File: src/rtl/hilo_muldiv_pkg.sv
// Shared definitions for the HI/LO multiply/divide unit and the datapath result mux.
// Holds the operand width, funct codes, the step mode encoding and the FSM state type.
package hilo_muldiv_pkg;

    localparam int DATA_WIDTH = 32;

    localparam logic [5:0] FUNCT_SLL   = 6'b000000;
    localparam logic [5:0] FUNCT_MFHI  = 6'b010000;
    localparam logic [5:0] FUNCT_MFLO  = 6'b010010;
    localparam logic [5:0] FUNCT_MULTU = 6'b011001;
    localparam logic [5:0] FUNCT_DIVU  = 6'b011011;
    localparam logic [5:0] FUNCT_ADD   = 6'b100000;
    localparam logic [5:0] FUNCT_SUB   = 6'b100010;
    localparam logic [5:0] FUNCT_AND   = 6'b100100;
    localparam logic [5:0] FUNCT_OR    = 6'b100101;
    localparam logic [5:0] FUNCT_SLT   = 6'b101010;

    localparam logic MODE_MUL = 1'b0;
    localparam logic MODE_DIV = 1'b1;

    typedef enum logic [1:0] {
        ST_IDLE = 2'd0,
        ST_MUL  = 2'd1,
        ST_DIV  = 2'd2
    } muldiv_state_e;

endpackage

File: src/rtl/muldiv_step.sv
// One combinational iteration: shift-add for multiply or restoring shift-subtract for divide.
// i_hi/i_lo carry P_hi/P_lo (multiply) or R/Q (divide); i_opnd is the multiplicand or divisor.
module muldiv_step
    import hilo_muldiv_pkg::*;
#(
    parameter int WIDTH = DATA_WIDTH
) (
    input  logic             i_mode,
    input  logic [WIDTH-1:0] i_hi,
    input  logic [WIDTH-1:0] i_lo,
    input  logic [WIDTH-1:0] i_opnd,
    output logic [WIDTH-1:0] o_hi,
    output logic [WIDTH-1:0] o_lo
);

    logic [WIDTH:0]   w_sum;
    logic [WIDTH:0]   w_rem_sh;
    logic [WIDTH-1:0] w_quo_sh;
    logic [WIDTH-1:0] w_diff;
    logic             w_fits;

    // The 33-bit sum keeps the carry that shifts back into P_hi.
    assign w_sum    = {1'b0, i_hi} + (i_lo[0] ? {1'b0, i_opnd} : {(WIDTH+1){1'b0}});
    assign w_rem_sh = {i_hi, i_lo[WIDTH-1]};
    assign w_quo_sh = {i_lo[WIDTH-2:0], 1'b0};
    assign w_fits   = (w_rem_sh >= {1'b0, i_opnd});
    // Only taken when the shifted remainder covers the divisor, so WIDTH bits suffice.
    assign w_diff   = w_rem_sh[WIDTH-1:0] - i_opnd;

    // Select the next working-register values for the active mode.
    always_comb begin
        o_hi = i_hi;
        o_lo = i_lo;
        if (i_mode == MODE_DIV) begin
            if (w_fits) begin
                o_hi = w_diff;
                o_lo = {w_quo_sh[WIDTH-1:1], 1'b1};
            end else begin
                o_hi = w_rem_sh[WIDTH-1:0];
                o_lo = w_quo_sh;
            end
        end else begin
            o_hi = w_sum[WIDTH:1];
            o_lo = {w_sum[0], i_lo[WIDTH-1:1]};
        end
    end

endmodule

File: src/rtl/hilo_muldiv.sv
// Multi-cycle unsigned MULTU/DIVU unit owning the HI/LO register pair.
// One bit per clock; HI/LO update together with a single-cycle done pulse.
module hilo_muldiv
    import hilo_muldiv_pkg::*;
#(
    parameter int         WIDTH = DATA_WIDTH,
    parameter logic [5:0] MULTU = FUNCT_MULTU,
    parameter logic [5:0] DIVU  = FUNCT_DIVU
) (
    input  logic             clk,
    input  logic             rst_n,
    input  logic [WIDTH-1:0] dataA,
    input  logic [WIDTH-1:0] dataB,
    input  logic [5:0]       Signal,
    input  logic             start,
    output logic             busy,
    output logic             done,
    output logic [WIDTH-1:0] HiOut,
    output logic [WIDTH-1:0] LoOut
);

    localparam int                CNT_W     = $clog2(WIDTH);
    localparam logic [CNT_W-1:0] LAST_ITER = CNT_W'(WIDTH - 1);

    muldiv_state_e    r_state;
    logic [CNT_W-1:0] r_count;
    logic [WIDTH-1:0] r_acc_hi;
    logic [WIDTH-1:0] r_acc_lo;
    logic [WIDTH-1:0] r_opnd;
    logic [WIDTH-1:0] r_hi;
    logic [WIDTH-1:0] r_lo;
    logic             r_busy;
    logic             r_done;

    logic             w_mode;
    logic [WIDTH-1:0] w_hi_nxt;
    logic [WIDTH-1:0] w_lo_nxt;

    assign w_mode = (r_state == ST_DIV) ? MODE_DIV : MODE_MUL;

    muldiv_step #(
        .WIDTH (WIDTH)
    ) u_step (
        .i_mode (w_mode),
        .i_hi   (r_acc_hi),
        .i_lo   (r_acc_lo),
        .i_opnd (r_opnd),
        .o_hi   (w_hi_nxt),
        .o_lo   (w_lo_nxt)
    );

    // Control FSM, iteration counter, working registers and the HI/LO pair.
    always_ff @(posedge clk or negedge rst_n) begin
        if (!rst_n) begin
            r_state  <= ST_IDLE;
            r_count  <= {CNT_W{1'b0}};
            r_acc_hi <= {WIDTH{1'b0}};
            r_acc_lo <= {WIDTH{1'b0}};
            r_opnd   <= {WIDTH{1'b0}};
            r_hi     <= {WIDTH{1'b0}};
            r_lo     <= {WIDTH{1'b0}};
            r_busy   <= 1'b0;
            r_done   <= 1'b0;
        end else begin
            case (r_state)
                ST_IDLE: begin
                    r_done <= 1'b0;
                    if (start && (Signal == MULTU)) begin
                        r_state  <= ST_MUL;
                        r_busy   <= 1'b1;
                        r_count  <= {CNT_W{1'b0}};
                        r_acc_hi <= {WIDTH{1'b0}};
                        r_acc_lo <= dataB;
                        r_opnd   <= dataA;
                    end else if (start && (Signal == DIVU)) begin
                        r_state  <= ST_DIV;
                        r_busy   <= 1'b1;
                        r_count  <= {CNT_W{1'b0}};
                        r_acc_hi <= {WIDTH{1'b0}};
                        r_acc_lo <= dataA;
                        r_opnd   <= dataB;
                    end else begin
                        r_state <= ST_IDLE;
                        r_busy  <= 1'b0;
                    end
                end
                ST_MUL, ST_DIV: begin
                    r_acc_hi <= w_hi_nxt;
                    r_acc_lo <= w_lo_nxt;
                    r_count  <= r_count + CNT_W'(1);
                    // The last iteration result goes straight to HI/LO.
                    if (r_count == LAST_ITER) begin
                        r_hi    <= w_hi_nxt;
                        r_lo    <= w_lo_nxt;
                        r_state <= ST_IDLE;
                        r_busy  <= 1'b0;
                        r_done  <= 1'b1;
                    end else begin
                        r_done  <= 1'b0;
                    end
                end
                default: begin
                    r_state <= ST_IDLE;
                    r_busy  <= 1'b0;
                    r_done  <= 1'b0;
                end
            endcase
        end
    end

    assign busy  = r_busy;
    assign done  = r_done;
    assign HiOut = r_hi;
    assign LoOut = r_lo;

endmodule

File: config.mk
export PLATFORM = sky130hd
export DESIGN_NAME = hilo_muldiv
export DESIGN_NICKNAME = d
export VERILOG_FILES = /design/src/rtl/hilo_muldiv_pkg.sv /design/src/rtl/muldiv_step.sv /design/src/rtl/hilo_muldiv.sv
export SDC_FILE = /design/constraint.sdc
export NUM_CORES = 1
export LEC_CHECK = 0
export ABC_AREA = 1
export CAP_MARGIN = 20
export CORE_UTILIZATION = 60
export DETAILED_ROUTE_END_ITERATION = 6
export PLACE_DENSITY = 0.83
export SLEW_MARGIN = 10
export SYNTH_ARGS = -nofsm -noshare
export SYNTH_HDL_FRONTEND = slang
export SYNTH_HIERARCHICAL = 1
export SYNTH_SLANG_ARGS = --single-unit
File: constraint.sdc
create_clock -name clk -period 5.9 [get_ports clk]
set_input_delay 0.885 -clock clk [delete_from_list [all_inputs] [get_ports clk]]
set_output_delay 0.885 -clock clk [all_outputs]
set_load 0.03 [all_outputs]
[Yosys cells after proc, flatten, opt, wreduce, memory -nomap -nowiden]
Index checks and enable logic that the tools add are counted.
Widths: inputs -> output; s select.
Cells by class
  mux-type cells: 27
  reductions and logical operators: 9
  add/sub/neg operators: 3
  equality and inequality tests: 7
  magnitude comparators: 1
Operator list (count)
  $mux 32: 10
  $pmux 32 s2: 2
  $add 32x33->33: 1
  $ge 33x32->1: 1
  $sub 32x32->32: 1
  $eq 6x5->1 const B: 2
  $mux 5: 2
  $pmux 5 s2: 1
  $mux 1: 7
  $mux 2: 3
  $reduce_and 2->1: 3
  $add 5x1->5 const B: 1
  $eq 5x5->1 const B: 1
  $pmux 2 s2: 1
  $reduce_bool 2->1: 2
  $ne 3x3->1 const B: 1
  $eq 2x1->1 const B: 1
  $eq 2x2->1 const B: 1
  $logic_and 1x1->1: 2
  $logic_not 2->1: 1
  $ne 2x2->1 const B: 1
  $pmux 1 s2: 1
  $reduce_or 2->1: 1
Word-level totals
  word-level logic and storage cells: 56
  output and inout port bits: 66
  bits of input ports: 73
  register bits after elaboration: 169

[Depth between registers and ports, before layout]
  word-level depth: 5
  mapped depth: 20
  gate-level depth less buffers: 18

[By module]
Netlist, hierarchy kept.
Modules (own cells, without submodules)
  hilo_muldiv: sequential area each 4229.1 um^2, area an instance 8071.5 um^2, instances 1, cells an instance 1036
  muldiv_step: sequential area each 0.0 um^2, area an instance 6209.7 um^2, instances 1, cells an instance 1286

[Worst setup path after synthesis]
Ideal clock, no wire load.
  path type: register to register
  start: register r_acc_lo[0]
  end: register r_acc_hi[31]
  buffers on the path: 2
  arrival time: 2.458 ns
  setup slack: 3.325 ns
  required time: 5.783 ns
  clock period less this slack: 2.575 ns
  library setup time: 0.117 ns
  cell stages (with the launch flop): 20
  cells stage by stage: dfrtp_1 clkbuf_1 clkbuf_1 nand2_1 inv_1 ha_1 fa_1 nand2_1 nand3_1 and2_1 a21oi_1 inv_1 nand2_1 nand3_1 nand2_1 nand2_1 nand2_1 nand2_1 nand3_2 nand2_1
On the way
  longest elaborated chain between the ends: 4
Ends and longest elaborated chain
  start: declaration: line hilo_muldiv.sv:28  | logic [WIDTH-1:0] r_acc_lo;
  start signal: assignment: line hilo_muldiv.sv:58  | r_acc_lo <= {WIDTH{1'b0}};
  start signal: assignment: line hilo_muldiv.sv:73  | r_acc_lo <= dataB;
  start signal: assignment: line hilo_muldiv.sv:80  | r_acc_lo <= dataA;
  $mux 32: line muldiv_step.sv:23  | assign w_sum = {1'b0, i_hi} + (i_lo[0] ? {1'b0, i_opnd} : {(WIDTH+1){1'b0}});
  $add 32x33->33: line muldiv_step.sv:23
  $mux 32: line muldiv_step.sv:34  | if (i_mode == MODE_DIV) begin
  via w_hi_nxt[31]: line hilo_muldiv.sv:36  | logic [WIDTH-1:0] w_hi_nxt;
  $pmux 32 s2: line hilo_muldiv.sv:65  | case (r_state)
  end signal: assignment: line hilo_muldiv.sv:72  | r_acc_hi <= {WIDTH{1'b0}};
  end signal: assignment: line hilo_muldiv.sv:79  | r_acc_hi <= {WIDTH{1'b0}};
  end signal: assignment: line hilo_muldiv.sv:88  | r_acc_hi <= w_hi_nxt;
  end: declaration: line hilo_muldiv.sv:27  | logic [WIDTH-1:0] r_acc_hi;
The timed path passes the listed nets, and every way through them passes these cells.
A chain may end at the register's enable or synchronous reset.

[Worst setup path in the final report]
  start: register r_opnd[31]
  end: register r_acc_lo[0]
On the way
  longest elaborated chain between the ends: 4
Ends and longest elaborated chain
  start: declaration: line hilo_muldiv.sv:29  | logic [WIDTH-1:0] r_opnd;
  start signal: assignment: line hilo_muldiv.sv:59  | r_opnd <= {WIDTH{1'b0}};
  start signal: assignment: line hilo_muldiv.sv:74  | r_opnd <= dataA;
  start signal: assignment: line hilo_muldiv.sv:81  | r_opnd <= dataB;
  $ge 33x32->1: line muldiv_step.sv:26  | assign w_fits = (w_rem_sh >= {1'b0, i_opnd});
  $mux 1: line muldiv_step.sv:35  | if (w_fits) begin
  $mux 32: line muldiv_step.sv:34
  via w_lo_nxt[0]: line hilo_muldiv.sv:37  | logic [WIDTH-1:0] w_lo_nxt;
  $pmux 32 s2: line hilo_muldiv.sv:65
The timed path passes the listed nets, and every way through them passes these cells.

==> key figures <==
Layout
  • # diodes: 0
  • Multi-input logic area: 8460 um^2
  • Register area: 4230 um^2
  • Final Cell Area: 16200 um^2
  • Fillcell total: 2122
  • Net count, final: 2531
  • Share of cells above drive strength 1: 4.25%
  • Layout Cells excl Fill: 2720
  • Final core utilization: 69.4%
  • Synth-to-Final Area Change: 13.7%

Timing
  • Slew margin rel.: 33.7%
  • Final setup viols: 0
  • Slew of the pin with the lowest slew margin: 0.995 ns
  • Setup Skew: 0.0113 ns
  • Setup TNS: 0 ns
  • Final hold vios: 0
  • Fmax: 269 MHz
  • Unrepaired setup endpoints after global routing: false
  • Final WS setup: 2.18 ns
  • Post-route clock period utilization: 63.1%
  • Final Max Tran Viols: 0
  • Hold slack: 0.483 ns
  • Tmin final: 3.72 ns

CTS
  • H-tree depth: 4
  • # resized after CTS: 0
  • CTS Buf Count: 17
  • Setup bufs post-CTS: 0
  • Clock slew at reported path FFs: 0.08 ns
  • Longest Clk Path Bufs: 2
  • Sink Count: 169
  • CTS tree: built
  • Root Driver: clkbuf_16
  • Hold buffer count at CTS: 0
  • Worst-Skew Late Latency: 0.44 ns

Floorplanning
  • Placeable Area: 23400 um^2
  • IO Pins: 139
  • Initial Utilization: 61.0%
  • Die W: 156 um
  • Die Area: 24400 um^2
  • Std cell rows: 56
  • Die H: 156 um

Drt
  • Post-DRT Antenna Nets: 0
  • DR WL/cell: 17.2 um
  • Vias per cell: 5.74
  • Via count: 15600
  • Total wire length: 46800 um
  • First-pass iteration count of the detailed router: 7
  • DRC Markers: 2
  • Iter 0 DRT Violations: 1527

Setup path
  • CP Class: flop to flop
  • Slowest stage cell, crit path: nor2_4
  • Req. time, crit path: 6.22 ns
  • RR Startpoint: r_opnd[31]$_DFFE_PN0P_
  • Reg2reg path depth: 14
  • Worst Path Max Fanout: 33
  • Most common cell type on the critical path: nand2_1
  • Crit path cell chain: inv_1 > ha_1 > nand2_1 > nor2_1 > a21oi_1 > nand2_1 > nor2_4 > nand2_4 > nand2_1 > nand2_1 > nor2_1 > a21oi_1 > nand2_1 > nand2_1
  • Largest stage delay, worst path: 0.71 ns
  • Setup crit end kind: flop
  • WP data arrival: 4.04 ns
  • Reg2reg end: r_acc_lo[0]$_DFFE_PN0P_
  • R2r setup slk: 2.18 ns
  • Crit path launch type: flop

Placed design
  • IO buf count: 138
  • Pre-CTS setup slack: 2.12 ns
  • Routability cong.: 0.973
  • Inst Count DP: 2684
  • Dpl cell area: 15500 um^2
  • Dpl hpwl: 34200 um

Synth
  • Async S/R FF share, synth: 100%
  • Cell Area, Synth: 14300 um^2
  • Synth top area cells: dfrtp_1, nand2_1, nand3_1
  • Fraction of the mapped netlist area in compound gates: 5.98%
  • Syn_nets: 2465
  • Post-synthesis cell count: 2322
  • Post-synth EDFFs: 0
  • Post-synthesis mux area share: 0%
  • Synthesized-area fraction occupied by adder cells: 6.24%
  • Post-synth top area share: 29.6%
  • XOR/XNOR Fraction of Synth Area: 1.35%
  • Synth cell types: 36
  • Mapped Avg Cell Area: 6.15 um^2
  • Register area share after synthesis: 29.6%
  • Area leader, netlist: dfrtp_1
  • Register bit total from synthesis: 169
  • Yosys warns: 6
  • Synth Area in Simple Gates: 45.5%
  • Top_reg_cell synth: dfrtp_1
  • Largest family of logic cells by synthesized area: simple AND/OR/NAND/NOR gates

Pwr
  • Peak VDD IR: 0.000198 V
  • Pwr/cell area: 218 nW/um^2
  • Static leakage: 9.36 nW
  • Final total power: 3.53 mW

GRT
  • Global-route wire length before repair: 74000 um
  • Initial antenna violation count: 0
  • GRT overflow: 0
  • Largest net degree at the start of global routing: 102
  • Vias in the first global route: 14300
  • GRT Util Overall: 38.9%

Status
  • Run status: finished with violations
  • Failing checks: DRC

Hold path
  • Hold Path End: HiOut[22]$_DFFE_PN0P_
  • Hold path depth: 2
  • Hold path start: HiOut[22]$_DFFE_PN0P_
  • Hold WC Path Type: flop to flop

Flow run
  • Max-cap violation count: 0
[registers in the layout, summed over array words and instances, names as in the netlist]
register  flops
r_opnd       32
r_state       2
r_acc_lo     32
r_count       5
r_acc_hi     32
LoOut        32
done          1
busy          1
HiOut        32
[report_power, final]
group | total [mW] | internal, mW | switching, mW
combinational | 1.03 | 0.345 | 0.681
sequential | 1.36 | 1.25 | 0.113
clock | 1.14 | 0.574 | 0.568
total | 3.53 | 2.17 | 1.36
[worst max path at each step]
stage	from	to	slack, ns	cells after the start
global placement	Signal[4]	r_opnd[6]$_DFFE_PN0P_	2.22	9
floorplan	r_acc_lo[0]$_DFFE_PN0P_	r_acc_hi[31]$_DFFE_PN0P_	3.33	19
detailed placement	Signal[4]	r_acc_lo[26]$_DFFE_PN0P_	2.12	9
CTS	r_opnd[31]$_DFFE_PN0P_	r_acc_lo[0]$_DFFE_PN0P_	2.36	14
finish	r_opnd[31]$_DFFE_PN0P_	r_acc_lo[0]$_DFFE_PN0P_	2.18	14
global route	r_acc_hi[26]$_DFFE_PN0P_	r_acc_lo[0]$_DFFE_PN0P_	2.11	15
[worst max-delay path, delay by kind of cell (launching register included)]
kind,cells,cell delay (ns)
AOI/OAI and AO/OA,2,0.25
DFF,1,0.48
buffers and inverters,1,0.08
adders and majority gates,1,0.35
and+or+nand+nor,10,2.42
[layout make-up]
type                    count  share of cell area [%]
clock buffers              17                    2.62
clock inverters            15                    1.05
inverters                 266                    6.15
multi-input cells        1782                    52.1
flip-flops and latches    169                    26.1
well taps                 319                    2.46
repair buffers            152                    9.57
[placed cells by master (no fill, tap or decap), drive strengths merged]
| cell type | instances |
|---|---|
| nand2 | 1011 |
| nand3 | 307 |
| inv | 275 |
| dfrtp | 169 |
| nor2 | 138 |
| clkdlybuf4s50 | 137 |
| a21oi | 91 |
| ha | 68 |
| o21ai | 59 |
| nand3b | 33 |
| clkbuf | 17 |
| xnor2 | 16 |
| nand4 | 15 |
| buf | 15 |
| nor3 | 9 |
| or2 | 8 |
| xor2 | 6 |
| clkinv | 6 |
| o21bai | 5 |
| o21a | 4 |
| and2 | 3 |
| a21o | 3 |
| fa | 2 |
| nor4 | 2 |
| o22ai | 1 |
| a211oi | 1 |
[cells in the mapped netlist, drive strengths merged, types with 5 or more instances]
cell type and n:
o21ai 59, o21bai 5, inv 265, xor2 6, dfrtp 169, nand4 15
nor2 138, ha 68, or2 8, nor3 9, clkbuf 31, buf 74
xnor2 16, nand3 307, nand3b 33, a21oi 91, nand2 1011
[routing by layer]
| metal | routed length (um) | share of wire [%] | vias to the layer above | track usage [%] |
|---|---|---|---|---|
| met4 | 1780 | 3.8 | 0 | 15.5 |
| met2 | 21500 | 46 | 852 | 62.8 |
| met3 | 4310 | 9.2 | 116 | 6.59 |
| met5 | 0 | 0 | - | 0 |
| li1 | - | - | 7430 | - |
| met1 | 19200 | 41 | 7209 | 52.0 |
[logic make-up after synthesis]
logic type / after synthesis
adders and majority gates: 70
AOI/OAI and AO/OA: 164
buffers and inverters: 371
and+or+nand+nor: 1526
DFF: 169
xor gates and xnor gates: 22
No activity file was read; power rests on OpenSTA's default activity.
==> patch 1 (same settings) <==
Put one more register stage on the output `HiOut`. The value now appears one clock later. The other outputs are not delayed to match.
--- a/src/rtl/hilo_muldiv.sv
+++ b/src/rtl/hilo_muldiv.sv
@@ -110,7 +110,9 @@
 
     assign busy  = r_busy;
     assign done  = r_done;
-    assign HiOut = r_hi;
+    always_ff @(posedge clk) begin
+        HiOut <= r_hi;
+    end
     assign LoOut = r_lo;
 
 endmodule
Formal check against the unedited RTL: no difference found for any inputs over 4 cycles, from zero or initial values and one cycle with rst_n low; that may be too few to reach the edited logic, so the function may still have changed.
==> patch 1 against the unedited design <==
The flow still finishes with violations (design-rule violations); via count is 0.54% higher; worst setup slack better by 0.024 ns; sequential power is 16% higher; design area is 4.0% higher; register-to-register slack better by 0.10 ns; sequential cell count is 32 higher; wire length is 2.6% higher; power is 13% higher; area after synthesis is 3.5% higher; non-clock buffer count is 1 lower; worst hold slack worse by 0.11 ns; clock power is 20% higher; critical path type is now in -> reg; largest power group unchanged; highest routed layer unchanged.
==> patch 1: results (changes against the unedited design) <==
stage,metric,value,unit,change
power,Internal,2.621,mW,+21%
logic_synthesis,Synth area leaders,"dfrtp_1 (29%), nand2_1 (23%), nand3_1 (9.2%)",,
placement,placed cell count,2692,,+0.30%
power,Logic pwr share,26.1,%,-2.9 points
critical_path,reg-to-reg setup timing slack,2.28,ns,+0.10 ns
critical_path,largest fanout on the critical path,34,,+3.0%
logic_synthesis,"FFs w/ async S/R, synth",84.08,%,-16 points
critical_path,Worst R2R Start,r_acc_hi[23],,
clock_network,cts bufs inserted,23,,+6
sta,Worst Tran Pin Value,0.9432,ns,-0.05168 ns
grt,vias in the first global route,14890,,+4.0%
clock_network,CTS Buffer Depth,3,,+1
clock_network,number of H-tree levels,1,,-3
detailed_routing,vias,15690,,+0.54%
clock_network,clk_lat worst skew,0.52,ns,+0.08 ns
placement,gp weighted congestion,0.9793,,+0.63%
run_status,status,"complete, but fails checks",,
placement,area post-placement,16180,um2,+4.1%
layout,fraction of layout cells with a size suffix above 1,4.608,%,+0.36 points
grt,first-pass GRT wire length,76750,um,+3.8%
logic_synthesis,complex-gate fraction of the synthesized area,7.362,%,+1.4 points
placement,dpl ws,1.816,ns,-0.3029 ns
detailed_routing,DRC viols,4,,+2
power,Max rail drop VDD,0.2543,mV,+29%
clock_network,"Reg clk slew, reported paths",0.06,ns,-0.02 ns
placement,HPWL Detailed,35150,um,+2.9%
critical_path,worst r2r path cells,17,,+3
logic_synthesis,Synthesized Nets,2464,,-0.041%
detailed_routing,final WL,47970,um,+2.6%
power,pwr/cell area,235.9,nW/um2,+8.4%
power,sequential power,1.58,mW,+16%
logic_synthesis,Adder-Cell Fraction of Synth Area,6.025,%,-0.21 points
logic_synthesis,syn_area_per_cell,6.371,um2,+3.6%
run_status,failing checks,design-rule violations,,
grt,global-route usage over all layers,37.84,%,-1.1 points
detailed_routing,initial drt markers,1894,,+24%
==> patch 1: cell count changes in the layout (fill, tap and decap cells not counted), moves of 20 or more <==
cell,change
nor3_1,+32
nor2_1,+32
dfxtp_1,+32
a21oi_1,-20
o21ai_1,+30
nand3_1,-22
a21oi_2,+20
nand2_1,-97
==> patch 1: worst max-delay path by stage <==
stage	end	cells past startpoint	slack (ns)	from
after detailed placement	r_state[0]	7	1.82	start
final	r_opnd[1]	7	2.20	start
after floorplan	r_acc_hi[31]	19	3.32	r_acc_lo[0]
after global placement	r_state[0]	7	1.90	start
after global routing	r_state[0]	7	2.00	Signal[0]
after CTS	r_opnd[1]	7	2.35	start
==> patch 1: logic make-up after synthesis <==
family | after synthesis
AO/OA/AOI/OAI | 196
buffers and inverters | 370
XOR/XNOR | 22
flip-flops | 201
adder cells (fa/ha/maj) | 70
AND/OR/NAND/NOR | 1462
==> patch 1: layout make-up <==
cell class                      instances  share of cell area [%]
Tap cell                              324                   2.400
Multi-Input combinational cell       1750                   49.76
Inverter                              266                   5.912
Timing Repair Buffer                  151                   8.912
Sequential cell                       201                   28.83
Clock buffer                           37                   3.897
Clock inverter                          4                  0.2815
==> patch 1: per-layer routing <==
layer | global-route usage [%] | vias to the layer above | routed length, um
met2 | 62.04 | 893 | 21910
li1 | - | 7456 | -
met5 | 0 | - | 0
met4 | 14.07 | 0 | 1661
met3 | 6.590 | 119 | 4773
met1 | 50.20 | 7223 | 19620
==> patch 1: critical path: stages <==
cell             delay, ns
clkdlybuf4s50_1       0.47
nand2_2               0.42
nor2_4                0.79
nand2_2               0.60
inv_2                 0.67
o21ai_0               0.19
nand2_1               0.09
==> patch 2 (config.mk and constraints unchanged) <==
Without the edit above. Change the package constant `DATA_WIDTH` from 32 to 16.
--- a/src/rtl/hilo_muldiv_pkg.sv
+++ b/src/rtl/hilo_muldiv_pkg.sv
@@ -2,7 +2,7 @@
 // Holds the operand width, funct codes, the step mode encoding and the FSM state type.
 package hilo_muldiv_pkg;
 
-    localparam int DATA_WIDTH = 32;
+    localparam int DATA_WIDTH = 16;
 
     localparam logic [5:0] FUNCT_SLL   = 6'b000000;
     localparam logic [5:0] FUNCT_MFHI  = 6'b010000;
Ports: changed (resized HiOut, LoOut, dataA and dataB); port bits go from 139 to 75. No check against the original RTL was run, so the function may have changed too.
==> patch 2 against the unedited design <==
Worst setup slack improved by 1.1 ns; critical endpoint is now r_acc_lo[2]; power shrank 52%; design area decreased by 51%; non-clock buffer count decreased by 71; cell count down 54%; wire length shrank 59%; global-route usage is 4.5 points lower; area after synthesis down 52%; sequential cell count decreased by 81; via count down 55%; sequential share of layout area up 1.8 points.
==> patch 2: results (changes against the unedited design) <==
stage,metric,value,unit,change
logic_synthesis,Synth top cells by count,"nand2_1 (393), nand3_1 (178), inv_1 (128), dfrtp_1 (88), nor2_1 (47)",,
placement,gp weighted congestion,1.004,,+3.1%
critical_path,Worst R2R Start,r_state[1],,
logic_synthesis,Synth area leaders,"dfrtp_1 (32%), nand2_1 (21%), nand3_1 (13%)",,
power,NetSw,0.6030,mW,-56%
grt,vias in the first global route,6578,,-54%
layout,fraction of layout cells with a size suffix above 1,5.486,%,+1.2 points
power,Leak Pwr,4.562,nW,-51%
logic_synthesis,Adder-Cell Fraction of Synth Area,6.928,%,+0.69 points
placement,HPWL Detailed,14100,um,-59%
layout,NumNets Final,1185,,-53%
placement,Port Buffers,74,,-46%
logic_synthesis,Synthesized Nets,1137,,-54%
placement,area post-placement,7622,um2,-51%
critical_path,worst r2r path cells,9,,-5
logic_synthesis,post-synth cell types,37,,+2.8%
run_status,status,"complete, no violations",,
clock_network,clk_lat worst skew,0.35,ns,-0.09 ns
grt,global-route usage over all layers,34.46,%,-4.5 points
clock_network,cts bufs inserted,9,,-8
detailed_routing,vias,7042,,-55%
critical_path,reg-to-reg setup timing slack,3.24,ns,+1.06 ns
critical_path,CP max-delay cell,nand2_1,,
clock_network,number of H-tree levels,3,,-1
detailed_routing,drt pass-1 iters,5,,-2
min_path,HP Start,LoOut[7],,
critical_path,max incr delay on CP,0.46,ns,-0.25 ns
logic_synthesis,Synth Area in XOR/XNOR,1.523,%,+0.17 points
sta,Worst Tran Pin Value,0.7651,ns,-0.2298 ns
critical_path,crit path DAT,2.88,ns,-1.16 ns
sta,Max Clock Skew,0.005633,ns,-0.005694 ns
power,Max rail drop VDD,0.1744,mV,-12%
==> patch 2: worst min path at each step <==
stage,cells after the start,slack (ns),to
6_report,2,0.47,LoOut[7]
5_1_grt,2,0.49,HiOut[1]
4_1_cts,2,0.47,HiOut[13]
3_5_place_dp,2,0.46,LoOut[7]
3_3_place_gp,2,0.45,HiOut[13]
2_1_floorplan,2,0.47,r_opnd[10]
==> patch 2: stage by stage <==
| stage | utilization [%] | cells | setup WS, ns | power (mW) |
|---|---|---|---|---|
| 2_1_floorplan | - | 1059 | 3.519 | 1.013 |
| 3_3_place_gp | 69.10 | 1236 | 3.146 | 1.137 |
| 3_5_place_dp | 69.10 | 1236 | 3.073 | 1.143 |
| 4_1_cts | 71.72 | 1252 | 3.270 | 1.702 |
| 5_1_grt | 71.72 | 1252 | 3.074 | 1.789 |
| 6_report | 71.72 | 1252 | 3.243 | 1.706 |
==> patch 2: logic make-up after synthesis <==
logic type / after synthesis
simple gates: 677
buf+inv: 179
flops: 88
compound gates: 66
fa+ha+maj: 37
xor+xnor: 12
==> patch 2: final cells by class <==
type	count	area (um2)
multi-input cells	792	3948
clock buffers	9	225.2
inverters	135	506.7
flip-flops and latches	88	2202
clock inverters	7	63.81
repair buffers	81	790.8
well taps	140	175.2
fillers	980	3119
==> patch 2: worst max-delay path, delay by kind of cell, from the launching register on <==
kind	cells	cell delay [ns]
DFF	1	0.39
adders and majority gates	1	0.23
and+or+nand+nor	4	0.78
buffers and inverters	4	1.12
==> patch 2: power groups by stage <==
stage               clock network [mW]  registers (mW)  logic [mW]
finish                           0.562           0.696       0.448
global route                     0.590           0.701       0.499
CTS                              0.567           0.694       0.442
detailed placement                   0           0.705       0.438
floorplan                            0           0.680       0.332
global placement                     0           0.703       0.434
==> patch 2: metal layers <==
metal	global-route usage (%)	share of wire, %
met5	0	0
met4	22.38	6.0
met3	5.499	5.6
met2	55.30	47
met1	43.08	42
